File: src/rtl/cla_pkg.sv
// Shared constants and the flattened carry-lookahead function
// used both inside a group and across groups.
package cla_pkg;

  localparam int GROUP_DEF = 4;
  localparam int MAX_GRP   = 32;

  // Each carry is an independent sum of products, so no carry waits on another.
  function automatic logic [MAX_GRP:0] cla_carries(
    input logic [MAX_GRP-1:0] p,
    input logic [MAX_GRP-1:0] g,
    input logic               cin
  );
    logic [MAX_GRP:0] c;
    logic             acc;
    logic             prod;
    c    = '0;
    c[0] = cin;
    for (int i = 0; i < MAX_GRP; i++) begin
      acc  = g[i];
      prod = p[i];
      for (int j = i - 1; j >= 0; j--) begin
        acc  = acc | (prod & g[j]);
        prod = prod & p[j];
      end
      c[i+1] = acc | (prod & cin);
    end
    return c;
  endfunction

endpackage

File: src/rtl/cla_group.sv
// GROUP-bit combinational carry-lookahead slice with group
// propagate/generate and the carry into its MSB.
module cla_group
  import cla_pkg::*;
#(
  parameter int GROUP = GROUP_DEF
) (
  input  logic [GROUP-1:0] a,
  input  logic [GROUP-1:0] b,
  input  logic             cin,
  output logic [GROUP-1:0] sum,
  output logic             p,
  output logic             g,
  output logic             c_msb_in
);

  logic [GROUP-1:0] pb;
  logic [GROUP-1:0] gb;
  logic [MAX_GRP:0] c;
  logic [MAX_GRP:0] c0;
  logic             unused_c;

  assign pb = a ^ b;
  assign gb = a & b;
  assign c  = cla_carries(MAX_GRP'(pb), MAX_GRP'(gb), cin);
  assign c0 = cla_carries(MAX_GRP'(pb), MAX_GRP'(gb), 1'b0);

  assign sum      = pb ^ c[GROUP-1:0];
  assign p        = &pb;
  assign g        = c0[GROUP];
  assign c_msb_in = c[GROUP-1];

  assign unused_c = ^{c, c0};

endmodule

File: src/rtl/pipelined_cla_adder.sv
// Two-stage pipelined carry-select/lookahead adder-subtractor
// with a valid/ready stream on both sides.
module pipelined_cla_adder
  import cla_pkg::*;
#(
  parameter int WIDTH = 16,
  parameter int GROUP = GROUP_DEF
) (
  input  logic             clk,
  input  logic             rst,
  input  logic             in_valid,
  output logic             in_ready,
  input  logic [WIDTH-1:0] in_a,
  input  logic [WIDTH-1:0] in_b,
  input  logic             in_sub,
  output logic             out_valid,
  input  logic             out_ready,
  output logic [WIDTH:0]   out_sum,
  output logic             out_ovf
);

  localparam int NGRP = WIDTH / GROUP;

  if (WIDTH % GROUP != 0 || WIDTH < GROUP
      || NGRP > MAX_GRP || GROUP > MAX_GRP) begin : g_param_chk
    $error("pipelined_cla_adder: WIDTH must be a multiple of GROUP");
  end

  logic             adv;
  logic [WIDTH-1:0] bx;
  logic [WIDTH-1:0] s0;
  logic [WIDTH-1:0] s1;
  logic [NGRP-1:0]  gp;
  logic [NGRP-1:0]  gg;
  logic [NGRP-1:0]  mb0;
  logic [NGRP-1:0]  mb1;

  logic             v1;
  logic             cin1;
  logic [NGRP-1:0]  p1;
  logic [NGRP-1:0]  g1;
  logic [WIDTH-1:0] s0_q;
  logic [WIDTH-1:0] s1_q;
  logic             m0_q;
  logic             m1_q;

  logic             v2;
  logic [MAX_GRP:0] c_all;
  logic [WIDTH-1:0] sel;
  logic             cmsb;
  logic             unused_c;

  assign adv       = !v2 || out_ready;
  assign in_ready  = adv;
  assign out_valid = v2;
  assign bx        = in_sub ? ~in_b : in_b;

  // Each group is evaluated for both carry-in values; stage 2 picks one.
  for (genvar k = 0; k < NGRP; k++) begin : g_grp
    logic [1:0] unused_pg;

    cla_group #(.GROUP(GROUP)) u_c0 (
      .a        (in_a[k*GROUP +: GROUP]),
      .b        (bx[k*GROUP +: GROUP]),
      .cin      (1'b0),
      .sum      (s0[k*GROUP +: GROUP]),
      .p        (gp[k]),
      .g        (gg[k]),
      .c_msb_in (mb0[k])
    );

    cla_group #(.GROUP(GROUP)) u_c1 (
      .a        (in_a[k*GROUP +: GROUP]),
      .b        (bx[k*GROUP +: GROUP]),
      .cin      (1'b1),
      .sum      (s1[k*GROUP +: GROUP]),
      .p        (unused_pg[0]),
      .g        (unused_pg[1]),
      .c_msb_in (mb1[k])
    );
  end

  always_ff @(posedge clk or posedge rst) begin
    if (rst) begin
      v1   <= 1'b0;
      cin1 <= 1'b0;
      p1   <= '0;
      g1   <= '0;
      s0_q <= '0;
      s1_q <= '0;
      m0_q <= 1'b0;
      m1_q <= 1'b0;
    end else if (adv) begin
      v1   <= in_valid;
      cin1 <= in_sub;
      p1   <= gp;
      g1   <= gg;
      s0_q <= s0;
      s1_q <= s1;
      m0_q <= mb0[NGRP-1];
      m1_q <= mb1[NGRP-1];
    end
  end

  always_comb begin
    c_all = cla_carries(MAX_GRP'(p1), MAX_GRP'(g1), cin1);
    sel   = '0;
    for (int k = 0; k < NGRP; k++) begin
      sel[k*GROUP +: GROUP] = c_all[k] ? s1_q[k*GROUP +: GROUP]
                                       : s0_q[k*GROUP +: GROUP];
    end
    cmsb = c_all[NGRP-1] ? m1_q : m0_q;
  end

  assign unused_c = ^{c_all, mb0, mb1};

  always_ff @(posedge clk or posedge rst) begin
    if (rst) begin
      v2      <= 1'b0;
      out_sum <= '0;
      out_ovf <= 1'b0;
    end else if (adv) begin
      v2      <= v1;
      out_sum <= {c_all[NGRP], sel};
      out_ovf <= cmsb ^ c_all[NGRP];
    end
  end

endmodule

File: config.mk
export PLATFORM = sky130hd
export DESIGN_NAME = pipelined_cla_adder
export DESIGN_NICKNAME = d
export VERILOG_FILES = /design/src/rtl/cla_pkg.sv /design/src/rtl/cla_group.sv /design/src/rtl/pipelined_cla_adder.sv
export SDC_FILE = /design/constraint.sdc
export NUM_CORES = 1
export LEC_CHECK = 0
export ABC_AREA = 1
export CORE_MARGIN = 5
export CORE_UTILIZATION = 52
export DETAILED_ROUTE_END_ITERATION = 16
export HOLD_SLACK_MARGIN = 0.05
export PLACE_DENSITY = 0.8
export SLEW_MARGIN = 40
export SYNTH_ARGS = -nofsm -noshare
export SYNTH_HDL_FRONTEND = slang
export SYNTH_SLANG_ARGS = --single-unit
File: constraint.sdc
create_clock -name clk -period 3.65 [get_ports clk]
set_input_delay 0.9125 -clock clk [delete_from_list [all_inputs] [get_ports clk]]
set_output_delay 0.9125 -clock clk [all_outputs]
set_load 0.005 [all_outputs]
==> results.py <==
metrics = {
    "floorplanning": {
        "coreArea_mm2": 0.00642,
        "ios": 57,
        "initial_core_util_pct": 54.3,
        "die_w_um": 91.9,
        "rows": 29,
        "die_h_um": 91.9,
        "dieArea_mm2": 0.00845,
    },
    "synthesis": {
        "synth.avg_cell_area_um2": 8.27,
        "ys_types": 32,
        "syn_inst": 422,
        "async_reset_ff_share_pct": 100,
        "synth-edff-count": 0,
        "ys_seq_area_share_pct": 45.2,
        "yosysWarnings": 0,
        "synth_nets": 483,
        "netlist_top_cells_area": "dfrtp_1 45%, nand2_1 15%, ha_1 7.2%",
        "synth-main-ff-cell": "dfrtp_1",
        "yosys.area.top_type_share_pct": 45.2,
        "synth_area_mm2": 0.00349,
        "yosysTopAreaCell": "dfrtp_1",
        "synth_seq_cells": 63,
    },
    "timing": {
        "max_freq_ghz": 0.343,
        "finalSetupTns_ns": 0,
        "whs_ns": 0.465,
        "maxSlewViolCount": 0,
        "finalSetupViolCount": 0,
        "finalWorstSetupSlack_ns": 0.730,
        "min_period_ns": 2.92,
        "skew_ns": 0.00723,
        "slew_headroom_pct": 60.4,
        "worstMarginPinSlew_ns": 0.594,
        "hold_viol": 0,
        "fin_crit_sh_pct": 80.0,
        "rsz0062_at_grt": "no",
    },
    "pwr": {
        "vdd_ir_drop_max_v": 0.000234,
        "p_leak_nw": 2.12,
        "power_density_mw_per_mm2": 530,
    },
    "grt": {
        "grt_pass1_vias": 2913,
        "gr-usage-met2_pct": 32.2,
        "grt_usage_pct": 19.3,
        "use_met1_pct": 24.1,
        "grt_use_met3_pct": 3.68,
        "antenna_found_initial": 0,
        "grt_max_degree": 61,
        "grt_overflow_total": 0,
        "grt-busiest-layer": "met2",
        "grt_pass1_wl_mm": 13.2,
    },
    "clock_network": {
        "cts_buffers": 9,
        "cts_tree": "yes",
        "clkSinkCount": 63,
        "cts_setup_buffers": 0,
        "cts_max_path_buffers": 2,
        "clk_latency_ns": 0.35,
        "ctsHoldBuffers": 0,
        "root_buffer": "clkbuf_8",
        "cts_resized": 0,
        "clk_pin_slew_worst_paths_ns": 0.07,
        "htreeDepth": 3,
    },
    "finish": {
        "layout_commonest_cell": "nand2_1",
        "fill_cells": 544,
        "layout-drive-gt1-share_pct": 6.38,
        "ff_latch_area_mm2": 0.00158,
        "diodes": 0,
        "syn2layout_area_growth_pct": 23.8,
        "multi_input_area_mm2": 0.00170,
        "final_cell_mix": "136 x nand2_1, 63 x dfrtp_1, 56 x clkdlybuf4s50_1",
        "nNetsFinal": 542,
    },
    "setup_path": {
        "reg2reg_from": "out_valid$_DFFE_PP0P_",
        "cp.required_ns": 2.74,
        "r2r_end": "s1_q[15]$_DFFE_PP0P_",
        "worstSetupEndpoint": "in_ready",
        "cp.arrival_ns": 2.01,
        "ff2ff_path_depth": 8,
        "start_kind": "input pin",
        "path_class": "in -> out",
        "worst-path-max-fanout": 2,
        "startpoint": "out_ready",
        "cp-end-kind": "primary output",
        "rrSetupSlack_ns": 2.01,
    },
    "routing": {
        "route.antenna.remaining_nets": 0,
        "post_drt_wl_per_cell_um": 13.2,
        "routed_wl_mm": 7.42,
        "first_pass_iters": 4,
        "drc_errors": 0,
        "drtIter0Drc": 129,
        "vias": 2919,
        "via_per_inst": 5.18,
    },
    "run_status": {
        "status": "finished, final reports clean",
    },
    "min_path": {
        "min_path_cells": 2,
        "hold_path_class": "reg -> reg",
    },
    "place": {
        "globalplace.congestion": 0.869,
        "hpwl_mm": 5.41,
        "pre_cts_ws_ns": 0.438,
        "io_buffers": 56,
    },
    "job": {
        "cap_violations": 0,
    },
}
## cell families (layout without fill, tap and decap cells)
| family | Yosys count | count (layout) | synth area share, % |
|---|---|---|---|
| buf+inv | 54 | 118 | 6.38 |
| simple gates | 195 | 195 | 22.8 |
| fa+ha+maj | 24 | 24 | 9.47 |
| xor+xnor | 20 | 20 | 5.02 |
| flops | 63 | 63 | 45.2 |
| compound gates | 66 | 66 | 11.2 |
## synth_stat cells, types with 2 or more instances
library cell / count
nand2_1: 136
dfrtp_1: 63
inv_1: 39
nor2_1: 28
nand3_1: 23
o21ai_0: 22
ha_1: 20
xor2_1: 16
a21oi_1: 14
a31oi_1: 13
buf_2: 7
clkbuf_1: 4
fa_1: 4
xnor2_1: 4
buf_4: 3
nand2_4: 3
o21a_1: 3
a211oi_1: 2
a21oi_2: 2
a22oi_1: 2
nand4_1: 2
o21ai_1: 2
## stage by stage
step	cells	power (mW)	instance area, µm²	utilization [%]
2_1_floorplan	422	1.40	3490	-
3_3_place_gp	547	1.68	4120	64.2
3_5_place_dp	547	1.71	4120	64.2
4_1_cts	563	2.31	4320	67.3
5_1_grt	563	2.46	4320	67.3
6_report	563	2.29	4320	67.3
## worst max-delay path, stage by stage
cell and delay [ns]:
clkdlybuf4s50_1 0.50, nor2_4 0.06, inv_2 0.05, clkdlybuf4s50_1 0.49
## flip-flops by register name (all words and copies together), names as in the netlist
| register | flops |
|---|---|
| out_sum | 17 |
| s0_q | 16 |
| s1_q | 16 |
| g1 | 4 |
| p1 | 4 |
| cin1 | 1 |
| m0_q | 1 |
| m1_q | 1 |
| out_ovf | 1 |
| out_valid | 1 |
| v1 | 1 |
## how the worst min path moves through the flow
stage,from,to
floorplan,v1$_DFFE_PP0P_,out_valid$_DFFE_PP0P_
global placement,v1$_DFFE_PP0P_,out_valid$_DFFE_PP0P_
detailed placement,v1$_DFFE_PP0P_,out_valid$_DFFE_PP0P_
CTS,v1$_DFFE_PP0P_,out_valid$_DFFE_PP0P_
finish,v1$_DFFE_PP0P_,out_valid$_DFFE_PP0P_
global route,v1$_DFFE_PP0P_,out_valid$_DFFE_PP0P_
## layout make-up
class	instances	share of cell area [%]
clock buffers	9	2.87
repair buffers	62	14.0
flip-flops and latches	63	36.5
clock inverters	7	1.71
multi-input cells	305	39.2
well taps	77	2.23
inverters	40	3.47
## layer usage
layer | share of wire, % | vias to the layer above
li1 | - | 1475
met1 | 44 | 1359
met2 | 49 | 70
met3 | 4.8 | 15
met4 | 2.2 | 0
met5 | 0 | -
## report_power, final
part	switching [mW]	internal [mW]	total, mW
clock network	0.282	0.314	0.596
registers	0.105	0.880	0.985
logic	0.366	0.344	0.710
(Power assumes the default switching activity.)
